$ cat config.mk
export PLATFORM = sky130hd
export DESIGN_NAME = k005297_serialcntr_gen_flat
export DESIGN_NICKNAME = d
export VERILOG_FILES = /design/src/rtl/k005297_serialcntr_gen_if.sv /design/src/rtl/k005297_serialcntr_gen.sv /design/src/flat_wrapper.sv
export SDC_FILE = /design/constraint.sdc
export NUM_CORES = 1
export LEC_CHECK = 0
export CORE_MARGIN = 2
export CORE_UTILIZATION = 49
export CTS_CLUSTER_SIZE = 40
export DETAILED_ROUTE_END_ITERATION = 16
export GPL_TIMING_DRIVEN = 0
export HOLD_SLACK_MARGIN = 0.15
export PLACE_DENSITY_LB_ADDON = 0.25
export SYNTH_ARGS = -nofsm -noshare
export SYNTH_HDL_FRONTEND = slang
export SYNTH_SLANG_ARGS = --single-unit
$ cat constraint.sdc
create_clock -name i_MCLK -period 1.8 [get_ports i_MCLK]
set_clock_uncertainty 0.1 [all_clocks]
set_input_delay 0.27 -clock i_MCLK [delete_from_list [all_inputs] [get_ports i_MCLK]]
set_output_delay 0.27 -clock i_MCLK [all_outputs]
set_load 0.02 [all_outputs]
$ cat src/rtl/k005297_serialcntr_gen_if.sv
// Bundle for the 005297 bit-serial counter.
// Carries the bit-time enable, frame, step/load controls and all status outputs.
// Optional compare signals exist when K005297_SERIALCNTR_CMP_EN is defined.
interface k005297_serialcntr_gen_if #(
   parameter int WIDTH = 10
);
   logic             i_CLK2M_PCEN_n;
   logic             i_FRAME_n;
   logic             i_CNT_EN;
   logic             i_DOWN;
   logic             i_LOAD;
   logic [WIDTH-1:0] i_LOAD_DATA;
   logic             o_LSB;
   logic             o_BUSY;
   logic [WIDTH-1:0] o_VALUE;
   logic             o_ZERO;
   logic             o_TC;
   logic             o_FRAME_ERR;
`ifdef K005297_SERIALCNTR_CMP_EN
   logic [WIDTH-1:0] i_CMP_VAL;
   logic             o_MATCH;
`endif

   modport master (
      output i_CLK2M_PCEN_n, i_FRAME_n, i_CNT_EN, i_DOWN,
      output i_LOAD, i_LOAD_DATA,
`ifdef K005297_SERIALCNTR_CMP_EN
      output i_CMP_VAL,
      input  o_MATCH,
`endif
      input  o_LSB, o_BUSY, o_VALUE, o_ZERO, o_TC, o_FRAME_ERR
   );

   modport slave (
      input  i_CLK2M_PCEN_n, i_FRAME_n, i_CNT_EN, i_DOWN,
      input  i_LOAD, i_LOAD_DATA,
`ifdef K005297_SERIALCNTR_CMP_EN
      input  i_CMP_VAL,
      output o_MATCH,
`endif
      output o_LSB, o_BUSY, o_VALUE, o_ZERO, o_TC, o_FRAME_ERR
   );
endinterface

$ cat src/rtl/k005297_serialcntr_gen.sv
// Bit-serial up/down counter: value recirculates LSB first through one
// full-adder cell, one bit per enabled bit-time (i_CLK2M_PCEN_n=0).
// Ports: i_MCLK, i_RST (sync, active-high), bus (slave modport) carrying
// frame/step/load controls and o_LSB/o_BUSY/o_VALUE/o_ZERO/o_TC/o_FRAME_ERR.
// Optional macro K005297_SERIALCNTR_CMP_EN adds i_CMP_VAL/o_MATCH compare.
module k005297_serialcntr_gen #(
   parameter int               WIDTH = 10,
   parameter logic [WIDTH-1:0] INIT  = '0
) (
   input logic                     i_MCLK,
   input logic                     i_RST,
   k005297_serialcntr_gen_if.slave bus
);
   localparam int CW = (WIDTH > 2) ? $clog2(WIDTH) : 1;

   typedef enum logic {
      IDLE,
      SHIFT
   } state_t;

   state_t           state;
   logic [WIDTH-1:0] sreg;
   logic [WIDTH-1:0] ld_buf;
   logic [CW-1:0]    bitcnt;
   logic             carry;
   logic             en;
   logic             dir;
   logic             tc;
   logic             ferr;
   logic             ld_pend;

   logic             bit_in;
   logic             sum;
   logic             cout;
   logic             last;

   assign bit_in = sreg[0];
   assign sum    = bit_in ^ carry;
   // Down reuses the same cell: borrow propagates through zero bits.
   assign cout   = dir ? (~bit_in & carry) : (bit_in & carry);
   assign last   = (bitcnt == CW'(WIDTH - 1));

`ifdef K005297_SERIALCNTR_CMP_EN
   logic [WIDTH-1:0] cmp_sh;
   logic             cmp_ok;
   logic             match;
`endif

   always_ff @(posedge i_MCLK) begin
      if (i_RST) begin
         state   <= IDLE;
         sreg    <= INIT;
         ld_buf  <= '0;
         bitcnt  <= '0;
         carry   <= 1'b0;
         en      <= 1'b0;
         dir     <= 1'b0;
         tc      <= 1'b0;
         ferr    <= 1'b0;
         ld_pend <= 1'b0;
`ifdef K005297_SERIALCNTR_CMP_EN
         cmp_sh  <= '0;
         cmp_ok  <= 1'b0;
         match   <= 1'b0;
`endif
      end else if (!bus.i_CLK2M_PCEN_n) begin
         unique case (state)
            IDLE: begin
               tc <= 1'b0;
`ifdef K005297_SERIALCNTR_CMP_EN
               match <= 1'b0;
`endif
               // A load (fresh or deferred from a frame) wins over
               // frame start and suppresses it silently.
               if (ld_pend || bus.i_LOAD) begin
                  sreg    <= bus.i_LOAD ? bus.i_LOAD_DATA : ld_buf;
                  ld_pend <= 1'b0;
               end else if (!bus.i_FRAME_n) begin
                  state  <= SHIFT;
                  en     <= bus.i_CNT_EN;
                  dir    <= bus.i_DOWN;
                  carry  <= bus.i_CNT_EN;
                  bitcnt <= '0;
`ifdef K005297_SERIALCNTR_CMP_EN
                  cmp_sh <= bus.i_CMP_VAL;
                  cmp_ok <= 1'b1;
`endif
               end
            end
            SHIFT: begin
               sreg   <= {sum, sreg[WIDTH-1:1]};
               carry  <= cout;
               bitcnt <= bitcnt + CW'(1);
`ifdef K005297_SERIALCNTR_CMP_EN
               cmp_sh <= cmp_sh >> 1;
               cmp_ok <= cmp_ok & (sum == cmp_sh[0]);
`endif
               if (!bus.i_FRAME_n) begin
                  ferr <= 1'b1;
               end
               if (bus.i_LOAD) begin
                  ld_pend <= 1'b1;
                  ld_buf  <= bus.i_LOAD_DATA;
               end
               if (last) begin
                  state <= IDLE;
                  tc    <= en & cout;
`ifdef K005297_SERIALCNTR_CMP_EN
                  match <= cmp_ok & (sum == cmp_sh[0]);
`endif
               end
            end
            default: state <= IDLE;
         endcase
      end
   end

   assign bus.o_LSB       = sreg[0];
   assign bus.o_BUSY      = (state == SHIFT);
   assign bus.o_VALUE     = sreg;
   assign bus.o_ZERO      = (state == IDLE) && (sreg == '0);
   assign bus.o_TC        = tc;
   assign bus.o_FRAME_ERR = ferr;
`ifdef K005297_SERIALCNTR_CMP_EN
   assign bus.o_MATCH     = match;
`endif
endmodule

$ cat src/flat_wrapper.sv
// flat-port wrapper written by rule: the top's interface ports become plain ports
module k005297_serialcntr_gen_flat 
#(
   parameter int               WIDTH = 10,
   parameter logic [WIDTH-1:0] INIT  = '0
)
  (i_MCLK, i_RST, bus_i_CLK2M_PCEN_n, bus_i_FRAME_n, bus_i_CNT_EN, bus_i_DOWN, bus_i_LOAD, bus_i_LOAD_DATA, bus_o_LSB, bus_o_BUSY, bus_o_VALUE, bus_o_ZERO, bus_o_TC, bus_o_FRAME_ERR);
  k005297_serialcntr_gen_if #(.WIDTH(WIDTH)) bus_i ();
  input logic i_MCLK;
  input logic i_RST;
  input wire logic [$bits(bus_i.i_CLK2M_PCEN_n)-1:0] bus_i_CLK2M_PCEN_n;
  input wire logic [$bits(bus_i.i_FRAME_n)-1:0] bus_i_FRAME_n;
  input wire logic [$bits(bus_i.i_CNT_EN)-1:0] bus_i_CNT_EN;
  input wire logic [$bits(bus_i.i_DOWN)-1:0] bus_i_DOWN;
  input wire logic [$bits(bus_i.i_LOAD)-1:0] bus_i_LOAD;
  input wire logic [$bits(bus_i.i_LOAD_DATA)-1:0] bus_i_LOAD_DATA;
  output wire logic [$bits(bus_i.o_LSB)-1:0] bus_o_LSB;
  output wire logic [$bits(bus_i.o_BUSY)-1:0] bus_o_BUSY;
  output wire logic [$bits(bus_i.o_VALUE)-1:0] bus_o_VALUE;
  output wire logic [$bits(bus_i.o_ZERO)-1:0] bus_o_ZERO;
  output wire logic [$bits(bus_i.o_TC)-1:0] bus_o_TC;
  output wire logic [$bits(bus_i.o_FRAME_ERR)-1:0] bus_o_FRAME_ERR;
  assign bus_i.i_CLK2M_PCEN_n = bus_i_CLK2M_PCEN_n;
  assign bus_i.i_FRAME_n = bus_i_FRAME_n;
  assign bus_i.i_CNT_EN = bus_i_CNT_EN;
  assign bus_i.i_DOWN = bus_i_DOWN;
  assign bus_i.i_LOAD = bus_i_LOAD;
  assign bus_i.i_LOAD_DATA = bus_i_LOAD_DATA;
  assign bus_o_LSB = bus_i.o_LSB;
  assign bus_o_BUSY = bus_i.o_BUSY;
  assign bus_o_VALUE = bus_i.o_VALUE;
  assign bus_o_ZERO = bus_i.o_ZERO;
  assign bus_o_TC = bus_i.o_TC;
  assign bus_o_FRAME_ERR = bus_i.o_FRAME_ERR;
  k005297_serialcntr_gen #(.WIDTH(WIDTH), .INIT(INIT)) u_core (.i_MCLK(i_MCLK), .i_RST(i_RST), .bus(bus_i));
endmodule
==> results by group, run 1 <==
Outcome
  • Status: finished, violations left
  • Failing checks: design-rule violations

Clock tree
  • Root buffer cell: clkbuf_4
  • H-tree Lvls: 2
  • Maximum root-to-sink buffer count: 2
  • TritonCTS Buffers: 5
  • Worst-Skew Late Latency: 0.33 ns
  • Reg clk slew, reported paths: 0.10 ns
  • Clock sink total: 31
  • Cts hold-fix bufs: 0
  • TritonCTS clock tree: done

STA
  • Worst slew margin: 62.2%
  • Hold Vio Cnt, Final: 0
  • Pins Over Slew Limit: 0
  • Min Clock Period, post-route: 1.77 ns
  • Final period util: 98.2%
  • RSZ-0062 raised after global routing: yes
  • Fmax: 0.565 GHz
  • Final setup vio count: 0
  • Worst Max-Slew Pin Slew: 0.567 ns

Global routing
  • Initial antenna violation count: 0
  • GRT overflow: 0
  • Vias in the first global route: 1370
  • Total track usage: 22.5%
  • First-pass GRT wire length: 5890 um
  • Largest net degree at the start of global routing: 16

Critical path
  • Worst path slowest cell: dfxtp_1
  • Setup CP Type: reg2out
  • R2R Path End: u_core.ld_buf[5]$_SDFFE_PP0P_
  • Crit path DAT: 1.40 ns
  • R2R depth: 7
  • Slowest stage delay, CP: 0.35 ns
  • CP required: 1.43 ns
  • CP startpoint: u_core.bus.o_VALUE[2]$_SDFFE_PP0P_
  • Worst R2R Setup Slack: 0.13 ns
  • R2R Path Start: u_core.bus.o_BUSY$_SDFFE_PP0N_
  • CP Cell Sequence: nor4_1 > nand2_1 > nor4_4 > buf_4
  • CP max FO: 4
  • CP Capture Type: primary output
  • Worst setup SP type: flop

Route
  • DRT Wirelength: 3630 um
  • Routed WL per cell: 15.5 um
  • DRT antenna net count: 0
  • Vias: 1389
  • 1st-iter DRT viols: 49
  • Post-DR vias/cell: 5.94
  • DRC Markers: 1
  • DRT Pass-1 Iters: 11

Worst hold path
  • Hold EP: u_core.ld_buf[1]$_SDFFE_PP0P_
  • Worst hold path type: in2reg
  • Hold depth: 3
  • Hold_sp: bus_i_LOAD

Die
  • Standard-cell row count: 19
  • Core area: 2810 um^2
  • Initial core utilization: 52.2%
  • Number of I/O pins: 32
  • Die span in y: 58.7 um
  • Die width: 58.7 um
  • Die area: 3440 um^2

Synthesis
  • Seq cells post-synth: 31
  • Syn avg cell area: 8.93 um^2
  • Synth cell types: 35
  • Synthesized instance count: 164
  • Largest area contributor in the netlist: dfxtp_1
  • Synthesized net count: 183
  • Sequential fraction of the synthesis area: 42.4%
  • Synth area leaders: dfxtp_1, mux2i_1, a22o_1
  • Synthesis Warnings: 0
  • Post-Synthesis Cell Area: 1460 um^2
  • Share of the synthesized area in the top cell type: 42.4%

Cells and area
  • Final-stage net count: 221
  • Area growth syn-to-layout: 33.0%
  • Fillers: 214
  • Area of the multi-input gates: 803 um^2
  • Layout Cells excl Fill: 234
  • Share of post-route cells with drive strength above 1: 13.8%
  • Commonest cells after routing, fill and taps aside: dfxtp_1, clkdlybuf4s50_1, nand2_1
  • Register area: 627 um^2
  • Antenna fix cells: 0
  • Most common library cell in the layout ignoring fill and taps: dfxtp_1
  • Cell area after layout: 1950 um^2

Placement
  • GPL Wtd Cong: 0.849
  • DP Cell Count: 225
  • DP HPWL: 2550 um
  • Placed Area: 1820 um^2
  • Port bufs: 30

Power
  • Seq pwr share: 49.2%
  • Pwr/cell area: 775 nW/um^2
  • Psw: 424 uW
  • Leakage: 0.830 nW
  • Max IR drop VDD: 0.000497 V
  • Combinational power share: 19.5%
  • Clock power frac: 31.3%
  • Cell Int Power: 1.09 mW
  • Net Sw Frac: 28.1%

Flow run
  • Max cap viols: 0
## timing repair
item / CTS / global route
endpoints found under the hold margin: 0 / 0
pin swaps: 2 / 1
gates resized for setup: 12 / 10
buffers inserted: 1 / 1
setup endpoints to repair: 3 / 19
## metal layers
metal  vias up  track usage [%]  share of wire [%]
li1        670                -                  -
met1       658             27.9                 41
met2        52             35.8                 48
met3         9             6.81                8.5
met4         0             10.4                1.7
met5         -                0                  0
## worst max path at each step
stage                            end  slack (ns)  depth (start not counted)
after floorplan           bus_o_ZERO        0.07                          5
after global placement    bus_o_ZERO       -0.52                          6
after detailed placement  bus_o_ZERO       -0.52                          6
after CTS                 bus_o_ZERO       0.001                          4
after global routing      bus_o_ZERO       -0.06                          4
final                     bus_o_ZERO        0.03                          4
## through the flow
stage | TNS (ns) | utilization (%) | worst slack [ns] | hold WS, ns | power (mW)
final | 0 | 69.4 | 0.0316 | 0.274 | 1.51
after global routing | -0.0638 | 69.4 | -0.0587 | 0.297 | 1.56
after CTS | 0 | 68.1 | 0.00106 | 0.270 | 1.51
after detailed placement | -5.88 | 64.8 | -0.519 | 0.369 | 1.04
after global placement | -5.29 | 64.8 | -0.524 | 0.343 | 1.03
after floorplan | 0 | - | 0.0701 | 0.314 | 0.921
## critical path, delay by kind of cell (launching register included)
family,cells,cell delay [ns]
buf+inv,1,0.17
simple gates,3,0.53
flops,1,0.35
## power groups by stage
stage	registers [mW]	clock network (mW)	logic, mW
6_report	0.742	0.472	0.295
5_1_grt	0.746	0.499	0.318
4_1_cts	0.743	0.478	0.287
3_5_place_dp	0.756	0	0.281
3_3_place_gp	0.754	0	0.274
2_1_floorplan	0.768	0	0.154
## sequential cells by signal (all words and copies together) (netlist names)
| signal | count |
|---|---|
| u_core.dir | 1 |
| u_core.bus.o_TC | 1 |
| u_core.bus.o_VALUE | 10 |
| u_core.carry | 1 |
| u_core.bus.o_FRAME_ERR | 1 |
| u_core.bus.o_BUSY | 1 |
| u_core.bitcnt | 4 |
| u_core.ld_buf | 10 |
| u_core.en | 1 |
| u_core.ld_pend | 1 |
## logic make-up (layout without fill, tap and decap cells)
kind of cell	after synthesis	count (layout)	share of synthesized area, %
flip-flops	31	31	42.4
buffers and inverters	17	56	5.56
multiplexers	14	14	9.57
adder cells (fa/ha/maj)	2	2	1.71
AO/OA/AOI/OAI	39	39	19.1
AND/OR/NAND/NOR	58	58	19.9
XOR/XNOR	3	3	1.80
## synthesized netlist by cell type
master     n
nor3_1     5
mux2i_1   14
buf_1      1
nor3b_1    2
nand4_1    1
nor2b_1    2
o31ai_1    3
clkbuf_1   5
xor2_1     2
or4_1      1
nand3_1    5
a21oi_1    6
a221oi_1   1
xnor2_1    1
nor4_1     3
nand3b_1   3
o21ba_2    1
buf_2      5
buf_4      1
or4_4      1
a31oi_1    1
ha_1       2
dfxtp_1   31
a22o_1     9
or3_1      1
inv_1      4
nor2_1    14
a311oi_2   1
nand2b_1   3
o21ai_0    9
a32o_1     1
a211oi_1   7
nand2_1   16
buf_6      1
nor3_2     1
## cell type report
type                            count  area share, %
Buffer                             12           3.73
Timing Repair Buffer               32           16.5
Inverter                            4          0.771
Sequential cell                    31           32.2
Multi-Input combinational cell    116           41.3
Tap cell                           31           1.99
Clock buffer                        8           3.53
No activity file was read; power rests on OpenSTA's default activity.
==> inputs of run 2 (changes only) <==
ABC_CLOCK_PERIOD_IN_PS = 1800   (was default)
CORE_UTILIZATION = 55   (was 49)
CTS_CLUSTER_DIAMETER = 120   (was default)
DONT_BUFFER_PORTS = 1   (was default)
==> run 2 against run 1 <==
The run now ends clean. Die area fell by 10%. Cell area decreased by 8.0%. Clock power fell by 1%. Register-to-register slack got worse by 0.03 ns. Sequential share of layout area rose by 3.3 points. Critical endpoint unchanged. Non-clock buffer count decreased by 16. Highest routed layer unchanged. Global-route usage up 1.5 points. Routed wire length is 4.7% lower. Flip-flop and latch count stayed put. Fmax decreased by 1.5%.
==> results by group, run 2 (synthesis results as in run 1) <==
Outcome
  • Status: finished, final reports clean

Critical path
  • CP max FO: 16 (+12)
  • Setup CP Type: reg2out
  • Cell family contributing the most delay on the critical path: simple AND/OR/NAND/NOR gates
  • Crit path DAT: 1.43 ns (+0.03 ns)
  • Worst setup SP type: flop
  • CP required: 1.43 ns (about the same)
  • Cell repeated most along the worst path: nor4_4
  • CP Cell Sequence: buf_12 > nor4_4 > nand2_1 > nor4_4
  • Slowest stage delay, CP: 0.39 ns (+0.04 ns)
  • Worst path slowest cell: dfxtp_4
  • Worst path bufs/invs: 1 (unchanged)
  • CP Capture Type: primary output

STA
  • Final period util: 99.8% (+1.5 points)
  • Hold Vio Cnt, Final: 0 (unchanged)
  • Fmax: 0.557 GHz (-1.5%)
  • Worst slew margin: 57.1% (-5.2 points)
  • Setup WS post-layout: 0.00430 ns (-0.0273 ns)
  • Worst Max-Slew Pin Slew: 0.641 ns (+0.0738 ns)
  • RSZ-0062 raised after global routing: yes
  • Final setup vio count: 0 (unchanged)
  • Min Clock Period, post-route: 1.80 ns (+0.0273 ns)
  • Post-route setup TNS: 0 ns (unchanged)
  • Pins Over Slew Limit: 0 (unchanged)

Die
  • Die span in y: 55.6 um (-5.2%)
  • Core area: 2500 um^2 (-11%)
  • Number of I/O pins: 32 (unchanged)
  • Die width: 55.6 um (-5.2%)
  • Die area: 3090 um^2 (-10%)
  • Initial core utilization: 58.6% (+6.4 points)
  • Standard-cell row count: 18 (-1)

Route
  • Routed WL per cell: 15.9 um (+2.8%)
  • DRT Pass-1 Iters: 4 (-7)
  • DRT antenna net count: 0 (unchanged)
  • 1st-iter DRT viols: 35 (-29%)
  • Post-DR vias/cell: 6.08 (+2.4%)
  • Vias: 1319 (-5.0%)
  • DRT Wirelength: 3460 um (-4.7%)
  • DRC Markers: 0 (-1)

Worst hold path
  • Worst hold path type: in2reg

Global routing
  • Largest net degree at the start of global routing: 17 (+1)
  • Total track usage: 24.0% (+1.5 points)
  • First-pass GRT wire length: 5940 um (+0.93%)
  • Initial antenna violation count: 0 (unchanged)
  • GRT overflow: 0 (unchanged)
  • Vias in the first global route: 1365 (-0.36%)

Cells and area
  • Antenna fix cells: 0 (unchanged)
  • Register area: 636 um^2 (+1.4%)
  • Fillers: 193 (-9.8%)
  • Final-stage net count: 205 (-7.2%)
  • Commonest cells after routing, fill and taps aside: dfxtp_1, nand2_1, dlygate4sd3_1
  • Share of post-route cells with drive strength above 1: 14.4% (+0.65 points)
  • Most common library cell in the layout ignoring fill and taps: dfxtp_1
  • Area of the multi-input gates: 797 um^2 (-0.78%)
  • Area growth syn-to-layout: 22.4%

Placement
  • DP HPWL: 2360 um (-7.5%)
  • Port bufs: 0 (-100%)
  • GPL Wtd Cong: 0.810 (-4.5%)
  • Pre-CTS setup slack: -0.193 ns (+0.326 ns)

Clock tree
  • Maximum root-to-sink buffer count: 2 (unchanged)
  • TritonCTS Buffers: 5 (unchanged)
  • Clock sink total: 31 (unchanged)
  • Root buffer cell: clkbuf_4
  • TritonCTS clock tree: done
  • Worst-Skew Late Latency: 0.34 ns (about the same)
  • Setup bufs post-CTS: 0 (-1)
  • Reg clk slew, reported paths: 0.09 ns (about the same)
  • H-tree Lvls: 2 (unchanged)

Power
  • Leakage: 0.693 nW (-16%)
  • Pwr/cell area: 812 nW/um^2 (+4.8%)
  • Max IR drop VDD: 0.000718 V (+45%)

Flow run
  • Max cap viols: 0 (unchanged)
-- run 2: cell types whose count changed in the layout (fill, tap and decap cells not counted), sizes merged --
cell	delta
clkdlybuf4s50	-24
dlygate4sd3	+16
dlymetal6s2s	-4
buf	-1
clkbuf	-2
dlygate4sd2	-1
-- run 2: power by group --
part,switching (mW),total (mW),internal (mW)
Combinational,0.122,0.227,0.105
Sequential,0.0482,0.762,0.714
Clock,0.236,0.466,0.230
-- run 2: metal layers --
layer / part of all wire (%) / track usage, % / vias to the layer above / wire, um
met2: 50 / 40.3 / 35 / 1720
li1: - / - / 637 / -
met5: 0 / 0 / - / 0
met1: 43 / 29.5 / 638 / 1490
met3: 5.8 / 7.21 / 9 / 199
met4: 1.4 / 7.32 / 0 / 48
-- run 2: through the flow --
step           instances  hold slack, ns  power, mW  util [%]  cell area, um^2
2_1_floorplan        164           0.314      0.921         -             1480
3_3_place_gp         194           0.320      0.954      60.7             1520
3_5_place_dp         194           0.326      0.962      60.7             1520
4_1_cts              217           0.165       1.46      71.5             1790
5_1_grt              217           0.175       1.52      71.7             1790
6_report             217           0.170       1.45      71.7             1790
-- run 2: layout make-up --
type / instances / area share, %
inverters: 4 / 0.838
plain buffers: 12 / 4.33
flip-flops and latches: 31 / 35.5
repair buffers: 16 / 8.94
clock buffers: 8 / 3.84
multi-input cells: 116 / 44.5
well taps: 30 / 2.09
-- run 2: worst paths after layout --
| check | start | end | slack [ns] | cells after the start |
|---|---|---|---|---|
| worst max-delay path | u_core.bus.o_BUSY$_SDFFE_PP0N_ | bus_o_ZERO | 0.004 | 4 |
| worst min-delay path | bus_i_LOAD_DATA[4] | u_core.ld_buf[4]$_SDFFE_PP0P_ | 0.17 | 2 |
| worst max register to register | u_core.bus.o_BUSY$_SDFFE_PP0N_ | u_core.dir$_SDFFE_PP0P_ | 0.10 | 5 |
| worst min register to register | u_core.bitcnt[3]$_SDFFE_PP0P_ | u_core.bitcnt[3]$_SDFFE_PP0P_ | 0.39 | 2 |
-- run 2: repair_timing --
action,in CTS,in global routing
resized for setup,15,1
pin swaps,3,1
endpoints found under the setup margin,1,3
gates cloned,0,0
hold endpoints to repair,20,0
hold buffers,16,0
-- run 2: worst register-to-register path, stage by stage (launching register included) --
cell and delay [ns]:
dfxtp_4 0.39, buf_12 0.15, nor2_1 0.21, nand3_1 0.10, dlygate4sd3_1 0.57, a21oi_1 0.12
